===== src/rtl/mag_pkg.sv =====
// Shared definitions for the microwave cook timer.
//   bcd_digit_t          one BCD digit
//   TIME_ZERO/TIME_ONE   00:00 and 00:01 in {min_tens, min_ones, sec_tens, sec_ones}
//   TIME_MAX             99:59, saturation point of the +30 s adder
//   *_LSB                bit offset of each digit field in a 16-bit time word
//   clamp_time()         forces a raw preset into a legal MM:SS value
package mag_pkg;

  typedef logic [3:0] bcd_digit_t;

  localparam logic [15:0] TIME_ZERO = 16'h0000;
  localparam logic [15:0] TIME_ONE  = 16'h0001;
  localparam logic [15:0] TIME_MAX  = 16'h9959;

  localparam int unsigned SEC_ONES_LSB = 0;
  localparam int unsigned SEC_TENS_LSB = 4;
  localparam int unsigned MIN_ONES_LSB = 8;
  localparam int unsigned MIN_TENS_LSB = 12;

  localparam bcd_digit_t DIGIT_MAX = 4'd9;
  localparam bcd_digit_t TENS_MAX  = 4'd5;

  // Non-decimal digits saturate at 9; seconds-tens additionally caps at 5.
  function automatic logic [15:0] clamp_time(input logic [15:0] raw);
    logic [15:0] res;
    bcd_digit_t  d;
    d = raw[MIN_TENS_LSB +: 4];
    res[MIN_TENS_LSB +: 4] = (d > DIGIT_MAX) ? DIGIT_MAX : d;
    d = raw[MIN_ONES_LSB +: 4];
    res[MIN_ONES_LSB +: 4] = (d > DIGIT_MAX) ? DIGIT_MAX : d;
    d = raw[SEC_TENS_LSB +: 4];
    res[SEC_TENS_LSB +: 4] = (d > TENS_MAX) ? TENS_MAX : d;
    d = raw[SEC_ONES_LSB +: 4];
    res[SEC_ONES_LSB +: 4] = (d > DIGIT_MAX) ? DIGIT_MAX : d;
    return res;
  endfunction

endpackage


===== src/rtl/bcd_digit_down.sv =====
// One BCD digit of a borrow-chained down counter.
//   digit       current digit value
//   borrow_in   decrement request from the less significant digit
//   wrap        value taken when decrementing from 0 (9, or 5 for seconds-tens)
//   digit_next  digit after the optional decrement
//   borrow_out  asserted when this digit wrapped and borrows from the next one
module bcd_digit_down
  import mag_pkg::*;
(
  input  bcd_digit_t digit,
  input  logic       borrow_in,
  input  bcd_digit_t wrap,
  output bcd_digit_t digit_next,
  output logic       borrow_out
);

  always_comb begin
    digit_next = digit;
    borrow_out = 1'b0;
    if (borrow_in) begin
      if (digit == 4'd0) begin
        digit_next = wrap;
        borrow_out = 1'b1;
      end else begin
        digit_next = digit - 4'd1;
      end
    end
  end

endmodule


===== src/rtl/mag_timer.sv =====
// Microwave cook-time countdown in MM:SS BCD; drives timer_done of the magnetron latch.
//   clk, rst     clock and asynchronous active-high reset
//   clearn       synchronous active-low clear of time and prescaler
//   load         load the clamped load_bcd preset, restart the prescaler
//   load_bcd     preset {min_tens, min_ones, sec_tens, sec_ones}
//   enable       magnetron on; countdown and prescaler advance only while high
//   add30        +30 s strobe (only when MAG_TIMER_ADD30_EN is defined)
//   time_bcd     remaining time, registered
//   timer_done   high whenever time_bcd is 00:00
//   done_pulse   one-cycle pulse after a tick reaches 00:00
// Optional feature: define MAG_TIMER_ADD30_EN to build the add30 port and adder.
module mag_timer
  import mag_pkg::*;
#(
  parameter int unsigned TICKS_PER_SEC = 100
) (
  input  logic        clk,
  input  logic        rst,
  input  logic        clearn,
  input  logic        load,
  input  logic [15:0] load_bcd,
  input  logic        enable,
`ifdef MAG_TIMER_ADD30_EN
  input  logic        add30,
`endif
  output logic [15:0] time_bcd,
  output logic        timer_done,
  output logic        done_pulse
);

  localparam int unsigned PreW = (TICKS_PER_SEC > 2) ? $clog2(TICKS_PER_SEC) : 1;
  localparam logic [PreW-1:0] PreLast = PreW'(TICKS_PER_SEC - 1);

  logic [15:0]     time_q, time_d;
  logic [PreW-1:0] presc_q, presc_d;
  logic            done_pulse_q, done_pulse_d;

  logic        time_zero;
  logic        run;
  logic        tick;
  logic [15:0] time_dec;
  logic [3:0]  borrow;
  logic        borrow_top;

  assign time_zero = (time_q == TIME_ZERO);
  assign run       = enable && !time_zero;
  assign tick      = run && (presc_q == PreLast);
  assign borrow[0] = tick;

  bcd_digit_down u_sec_ones (
    .digit      (time_q[SEC_ONES_LSB +: 4]),
    .borrow_in  (borrow[0]),
    .wrap       (DIGIT_MAX),
    .digit_next (time_dec[SEC_ONES_LSB +: 4]),
    .borrow_out (borrow[1])
  );

  bcd_digit_down u_sec_tens (
    .digit      (time_q[SEC_TENS_LSB +: 4]),
    .borrow_in  (borrow[1]),
    .wrap       (TENS_MAX),
    .digit_next (time_dec[SEC_TENS_LSB +: 4]),
    .borrow_out (borrow[2])
  );

  bcd_digit_down u_min_ones (
    .digit      (time_q[MIN_ONES_LSB +: 4]),
    .borrow_in  (borrow[2]),
    .wrap       (DIGIT_MAX),
    .digit_next (time_dec[MIN_ONES_LSB +: 4]),
    .borrow_out (borrow[3])
  );

  bcd_digit_down u_min_tens (
    .digit      (time_q[MIN_TENS_LSB +: 4]),
    .borrow_in  (borrow[3]),
    .wrap       (DIGIT_MAX),
    .digit_next (time_dec[MIN_TENS_LSB +: 4]),
    .borrow_out (borrow_top)
  );

`ifdef MAG_TIMER_ADD30_EN
  logic [15:0] time_add30;
  bcd_digit_t  add_st, add_mo, add_mt;
  logic        carry_st, carry_mo;

  // +30 s only touches the seconds-tens digit and ripples upward; seconds-ones is kept.
  always_comb begin
    add_st   = time_q[SEC_TENS_LSB +: 4] + 4'd3;
    carry_st = (add_st > TENS_MAX);
    if (carry_st) begin
      add_st = add_st - 4'd6;
    end
    add_mo   = time_q[MIN_ONES_LSB +: 4] + {3'b000, carry_st};
    carry_mo = (add_mo > DIGIT_MAX);
    if (carry_mo) begin
      add_mo = 4'd0;
    end
    add_mt = time_q[MIN_TENS_LSB +: 4] + {3'b000, carry_mo};
    if (add_mt > DIGIT_MAX) begin
      time_add30 = TIME_MAX;
    end else begin
      time_add30 = {add_mt, add_mo, add_st, time_q[SEC_ONES_LSB +: 4]};
    end
  end
`endif

  always_comb begin
    time_d       = time_q;
    presc_d      = presc_q;
    done_pulse_d = 1'b0;
    if (!clearn) begin
      time_d  = TIME_ZERO;
      presc_d = '0;
    end else if (load) begin
      time_d  = clamp_time(load_bcd);
      presc_d = '0;
`ifdef MAG_TIMER_ADD30_EN
    end else if (add30) begin
      // Prescaler left alone so the partial second survives.
      time_d = time_add30;
`endif
    end else if (run) begin
      if (tick) begin
        presc_d      = '0;
        // A borrow out of the top digit would mean underflow; hold at zero instead.
        time_d       = borrow_top ? TIME_ZERO : time_dec;
        done_pulse_d = (time_q == TIME_ONE);
      end else begin
        presc_d = presc_q + PreW'(1);
      end
    end
  end

  always_ff @(posedge clk or posedge rst) begin
    if (rst) begin
      time_q       <= TIME_ZERO;
      presc_q      <= '0;
      done_pulse_q <= 1'b0;
    end else begin
      time_q       <= time_d;
      presc_q      <= presc_d;
      done_pulse_q <= done_pulse_d;
    end
  end

  assign time_bcd   = time_q;
  assign timer_done = time_zero;
  assign done_pulse = done_pulse_q;

endmodule


===== config.mk =====
export PLATFORM = sky130hd
export DESIGN_NAME = mag_timer
export DESIGN_NICKNAME = d
export VERILOG_FILES = /design/src/rtl/mag_pkg.sv /design/src/rtl/bcd_digit_down.sv /design/src/rtl/mag_timer.sv
export SDC_FILE = /design/constraint.sdc
export NUM_CORES = 1
export LEC_CHECK = 0
export CAP_MARGIN = 20
export CORE_ASPECT_RATIO = 0.5
export CORE_MARGIN = 2
export CORE_UTILIZATION = 40
export DETAILED_ROUTE_END_ITERATION = 16
export PLACE_DENSITY = 0.66
export SETUP_SLACK_MARGIN = 0.02
export SLEW_MARGIN = 20
export SYNTH_ARGS = -nofsm -noshare
export SYNTH_HDL_FRONTEND = slang
export SYNTH_SLANG_ARGS = --single-unit

===== constraint.sdc =====
create_clock -name clk -period 3.2 [get_ports clk]
set_clock_uncertainty 0.2 [all_clocks]
set_input_delay 0.64 -clock clk [delete_from_list [all_inputs] [get_ports clk]]
set_output_delay 0.64 -clock clk [all_outputs]
set_load 0.02 [all_outputs]

==> metrics.cfg, run 1 <==
[outcome]
status=complete, no violations

[placed_design]
place_congestion=0.891
dp_hpwl_mm=3.38
placed_area_um2=2240
io_buffer_count=38

[worst_setup_path]
cpPeakStageDelay_ns=0.56
cp.arrival_ns=2.14
worstSetupEndpointType=primary output
cpMaxStageDelayCell=or3b_2
startpoint_type=flip-flop
crit_type=reg -> out
cp.required_ns=2.36
crit_chain=inv_1, ha_1, or3b_2, nor4_4, dlygate4sd2_1
worst-r2r-cell-count=6
worstPathMaxFanout=5

[route]
drt_iter0_markers=129
first_pass_iters=4
wirelength_mm=4.46
via_count=1708
drcViolationCount=0
drt-wirelength-per-cell_um=15.0
ant_nets=0
vias_per_cell=5.75

[clock_network]
cts_buffers=3
root_buffer=clkbuf_8
clk_latency_ns=0.27
cts.reportedPaths.clkPinSlew_ns=0.09
cts_tree=built
clk_path_buf_depth=2
htree_num_levels=1
clock_sinks=24

[power_and_ir_drop]
power_density_nw_per_um2=351
p_leak_nw=0.909
peakVddDrop_uv=124

[yosys]
synth_area_per_cell_um2=8.97
synthMuxAreaShare=0.0282
syn-cell-area_um2=1780
synth_top_family_by_area=compound AO/OA/AOI/OAI gates
yosysMostFrequentCell=dfrtp_1
synth_compound_area_frac=0.265
synth-seq-cells=24
synth-main-ff-cell=dfrtp_1
synth-simple-area-share=0.261
synthAdderAreaFrac=0.0493
yosys_warnings=0
yosys.area_share.xor_xnor=0.00493
yosysUniqueCellTypes=54
yosys-top-cells-area=dfrtp_1 34%, ha_1 4.9%, o21ai_0 4.2%, inv_1 3.4%, a21oi_1 2.8%
synthTopCellsByCount=24 x dfrtp_1, 16 x inv_1, 15 x o21ai_0
synth_cells=198
synth_async_sr_flop_share=1.00
synth_top_area_cell=dfrtp_1
synth-seq-area-share=0.338
synth.top_cell.area_share=0.338
synth_edf_count=0
synthesis.nets=226

[timing]
fmax_ghz=0.336
worst_pin_slew_ns=0.678
setup_viol=0
slew_viol_final=0
rsz0062_at_grt=false
tns_ns=0
final.period_utilization=0.931
maxSlewHeadroom=0.547
period_needed_ns=2.98
hold_slack_ns=0.378
hold_viol_final=0

[die]
die_h_um=51.1
core-area_um2=4340
start_util=0.409
num_rows=17
die_area_um2=5020
die_x_um=98.3
pin_count=39

[cells_and_area]
antenna_cells=0
drive_gt1_frac=0.113
syn_to_final_growth_pct=29.2
finalNetCount=269
fill_cells=413
seq_area_um2=601
multiInputGateArea_um2=1080
finalInstanceArea_um2=2300

[hold_path]
whs_path_depth=2
hold_class=reg -> reg

[global_route]
grt_pass1_vias=1544
antenna_found_initial=0
grt_start_max_net_pins=25
gr-total-overflow=0
grt_usage=0.183
grt_first_pass_wirelength_mm=7.36

[flow_run]
max-cap-violations=0

==> worst max-delay path: cells and delay by family, from the launching register on <==
| family | cells | cell delay, ns |
|---|---|---|
| adder cells (fa/ha/maj) | 1 | 0.22 |
| flip-flops | 1 | 0.42 |
| buffers and inverters | 2 | 0.47 |
| AND/OR/NAND/NOR | 2 | 0.75 |
==> layout make-up <==
type,instances,share of cell area
Clock buffer,4,0.0240
Inverter,17,0.0278
Multi-Input combinational cell,151,0.471
Sequential cell,24,0.262
Tap cell,57,0.0311
Timing Repair Buffer,44,0.185
==> logic make-up after synthesis <==
group           after synthesis
fa+ha+maj                     7
simple gates                 75
flops                        24
xor+xnor                      1
compound gates               63
buf+inv                      23
mux                           5
==> per-layer routing <==
layer	track usage	share of wire	vias to the layer above	wire, µm
li1	-	-	844	-
met1	0.261	0.51	840	2270
met2	0.297	0.46	20	2070
met3	0.0342	0.021	4	95
met4	0.0274	0.0052	0	23
met5	0	0	-	0
==> through the flow <==
stage	power [mW]	setup WS, ns	instances	utilization
final	0.806	0.221	297	0.529
after detailed placement	0.599	0.236	293	0.517
after floorplan	0.500	0.669	198	-
after global routing	0.854	0.113	297	0.529
after global placement	0.597	0.264	293	0.517
after CTS	0.813	0.212	297	0.529
==> what timing repair did <==
item | 4_1_cts | 5_1_grt
buffers inserted | 0 | 0
hold buffers | 0 | 0
endpoints found under the setup margin | 1 | 0
gates resized for setup | 1 | 0
==> registers in the layout, summed over array words and instances, names as in the netlist <==
register and count:
time_bcd 16, presc_q 7, done_pulse 1
==> path summary, 6_finish.rpt <==
check / start / to / slack, ns
setup / recovery: time_bcd[4]$_DFFE_PP0P_ / timer_done / 0.22
hold / removal: time_bcd[13]$_DFFE_PP0P_ / time_bcd[13]$_DFFE_PP0P_ / 0.38
setup reg to reg: time_bcd[4]$_DFFE_PP0P_ / presc_q[6]$_DFFE_PP0P_ / 0.60
hold reg to reg: time_bcd[13]$_DFFE_PP0P_ / time_bcd[13]$_DFFE_PP0P_ / 0.38
max in group asynchronous: rst / time_bcd[11]$_DFFE_PP0P_ / 2.04
min in group asynchronous: rst / presc_q[0]$_DFFE_PP0P_ / 0.51
==> cell usage in the layout (no fill, tap or decap), types with 4 or more instances in the layout <==
cell type        synthesis  layout
clkbuf_8                 0       4
a31oi_1                  6       6
mux2i_1                  5       5
a211oi_1                 5       5
nand3b_1                 5       5
clkdlybuf4s50_1          0      37
o21ai_0                 15      15
nand2_1                 11      11
ha_1                     7       7
nor3_1                  10      10
nor3b_1                  4       4
nand3_1                  9       9
inv_1                   16      16
nor2_1                  12      12
dfrtp_1                 24      24
a21oi_1                 10      10
buf_4                    0       6
==> power by group <==
part | internal, mW | switching [mW]
clock network | 0.110 | 0.101
logic | 0.118 | 0.135
registers | 0.318 | 0.0223
total | 0.547 | 0.259
No activity file was read; power rests on OpenSTA's default activity.
==> inputs of run 2 (changes only) <==
--- a/config.mk
+++ b/config.mk
@@ -9,6 +9,7 @@
 export CORE_ASPECT_RATIO = 0.5
 export CORE_MARGIN = 2
 export CORE_UTILIZATION = 40
+export CTS_CLUSTER_SIZE = 24
 export DETAILED_ROUTE_END_ITERATION = 16
 export PLACE_DENSITY = 0.66
 export SETUP_SLACK_MARGIN = 0.02
==> results of run 2 <==
No change in the layout: final DEF, timing and power equal those of run 1.
==> inputs of run 3 (changes only) <==
--- a/config.mk
+++ b/config.mk
@@ -9,9 +9,8 @@
 export CORE_ASPECT_RATIO = 0.5
 export CORE_MARGIN = 2
 export CORE_UTILIZATION = 40
-export CTS_CLUSTER_SIZE = 24
 export DETAILED_ROUTE_END_ITERATION = 16
-export PLACE_DENSITY = 0.66
+export PLACE_DENSITY = 0.71
 export SETUP_SLACK_MARGIN = 0.02
 export SLEW_MARGIN = 20
 export SYNTH_ARGS = -nofsm -noshare
==> metrics.cfg, run 3 (synthesized netlist as in run 1, its figures left out) <==
[outcome]
status=complete, no violations  ; unchanged

[route]
ant_nets=0  ; unchanged
drt-wirelength-per-cell_um=15.1  ; was 15.0 µm
vias_per_cell=5.89  ; was 5.75
first_pass_iters=4  ; unchanged
wirelength_mm=4.46  ; about the same
drcViolationCount=0  ; unchanged
via_count=1743  ; was 1708
drt_iter0_markers=122  ; was 129

[cells_and_area]
most-common-layout-cells=37 x clkdlybuf4s50_1, 24 x dfrtp_1, 16 x inv_1  ; unchanged
antenna_cells=0  ; unchanged
finalInstanceArea_um2=2300  ; about the same
fin_util=0.531  ; was 0.529
layoutNonFillerInstCount=296  ; was 297
syn_to_final_growth_pct=29.7  ; was 29.2%
layout_commonest_cell=clkdlybuf4s50_1  ; unchanged
largest_register_ffs=16  ; unchanged
finalNetCount=268  ; was 269
drive_gt1_frac=0.109  ; was 0.113

[timing]
slew_viol_final=0  ; unchanged
period_needed_ns=2.99  ; was 2.98 ns
fmax_ghz=0.334  ; was 0.336 GHz
final.period_utilization=0.935  ; was 0.931
rsz0062_at_grt=false  ; unchanged
worst_pin_slew_ns=0.680  ; was 0.678 ns
tns_ns=0  ; unchanged
setup_viol=0  ; unchanged
hold_viol_final=0  ; unchanged
maxSlewHeadroom=0.545  ; was 0.547

[clock_network]
clk_path_buf_depth=2  ; unchanged
clock_sinks=24  ; unchanged
cts-hold-fix-buffers=0  ; unchanged
clk_latency_ns=0.28  ; was 0.27 ns
cts_buffers=3  ; unchanged
cts_tree=built  ; unchanged
root_buffer=clkbuf_8  ; unchanged
cts.reportedPaths.clkPinSlew_ns=0.09  ; about the same
htree_num_levels=1  ; unchanged

[power_and_ir_drop]
report.power.total_mw=0.867  ; was 0.806 mW
power_density_nw_per_um2=376  ; was 351 nW/µm²
peakVddDrop_uv=149  ; was 124 µV
p_leak_nw=0.911  ; was 0.909 nW

[global_route]
grt_usage=0.182  ; was 0.183
antenna_found_initial=0  ; unchanged
grt_start_max_net_pins=25  ; unchanged
gr-total-overflow=0  ; unchanged
grt_first_pass_wirelength_mm=7.39  ; was 7.36 mm
grt_pass1_vias=1581  ; was 1544

[die]
start_util=0.409  ; unchanged
die_h_um=51.1  ; unchanged
core-area_um2=4340  ; unchanged
num_rows=17  ; unchanged
die_area_um2=5020  ; unchanged
pin_count=39  ; unchanged
die_x_um=98.3  ; unchanged

[worst_setup_path]
startpoint_type=flip-flop  ; unchanged
worstPathMaxFanout=5  ; unchanged
worstSetupEndpointType=primary output  ; unchanged
crit_type=reg -> out  ; unchanged
cp.arrival_ns=2.15  ; was 2.14 ns
cpPeakStageDelay_ns=0.43  ; was 0.56 ns
cp.required_ns=2.36  ; about the same
crit_chain=inv_1, ha_1, or3b_4, nor4_4, dlygate4sd2_1  ; was inv_1, ha_1, or3b_2, nor4_4, dlygate4sd2_1
cpMaxStageDelayCell=dfrtp_1  ; was or3b_2

[hold_path]
hold_class=reg -> reg  ; unchanged

[placed_design]
place_congestion=0.913  ; was 0.891
dp_cells=292  ; was 293
dp_hpwl_mm=3.40  ; was 3.38 mm
io_buffer_count=38  ; unchanged
placed_area_um2=2230  ; was 2240 µm²

[flow_run]
max-cap-violations=0  ; unchanged

-- run 3: cell count changes in the layout (fill, tap and decap cells not counted), sizes merged --
cell / before / now
bufinv: 0 / 1
buf: 6 / 5
clkbuf: 4 / 3
-- run 3: per-layer routing --
layer	wire length, µm	up-vias	global-route usage
met5	0	-	0
met4	19	0	0.0320
met3	202	2	0.0356
met2	2130	46	0.313
met1	2100	851	0.247
li1	-	844	-
-- run 3: path summary, 6_finish.rpt --
path / slack (ns) / to / start / cells past startpoint
max in group asynchronous: 2.05 / time_bcd[3]$_DFFE_PP0P_ / rst / 3
setup / recovery: 0.21 / timer_done / time_bcd[0]$_DFFE_PP0P_ / 5
setup reg to reg: 0.59 / presc_q[6]$_DFFE_PP0P_ / time_bcd[0]$_DFFE_PP0P_ / 6
hold / removal: 0.37 / presc_q[1]$_DFFE_PP0P_ / presc_q[1]$_DFFE_PP0P_ / 2
hold reg to reg: 0.37 / presc_q[1]$_DFFE_PP0P_ / presc_q[1]$_DFFE_PP0P_ / 2
min in group asynchronous: 0.51 / presc_q[5]$_DFFE_PP0P_ / rst / 3
-- run 3: metrics by stage --
stage / hold WS, ns / worst slack (ns)
6_report: 0.372 / 0.209
5_1_grt: 0.416 / 0.0913
4_1_cts: 0.378 / 0.197
3_5_place_dp: 0.366 / 0.227
3_3_place_gp: 0.357 / 0.273
2_1_floorplan: 0.335 / 0.669
-- run 3: where the power goes --
group	leakage (nW)	internal, mW	switching (mW)
logic	0.553	0.116	0.135
clock network	0.0357	0.168	0.107
registers	0.322	0.318	0.0231
total	0.911	0.602	0.265
-- run 3: critical path: cells and delay by family, from the launching register on --
family / cells / cell delay (ns)
AND/OR/NAND/NOR: 2 / 0.75
buffers and inverters: 2 / 0.50
flip-flops: 1 / 0.43
adder cells (fa/ha/maj): 1 / 0.19
-- run 3: layout make-up --
class | count | area, µm²
fill | 411 | 2030
timing repair buffer | 43 | 417
tap | 57 | 71.3
sequential | 24 | 601
clock inverter | 1 | 30.0
multi-input combinational | 151 | 1080
inverter | 17 | 63.8
clock buffer | 3 | 41.3
-- run 3: what timing repair did --
action,4_1_cts,5_1_grt
resized for setup,1,0
setup buffers,0,0
setup endpoints to repair,1,0
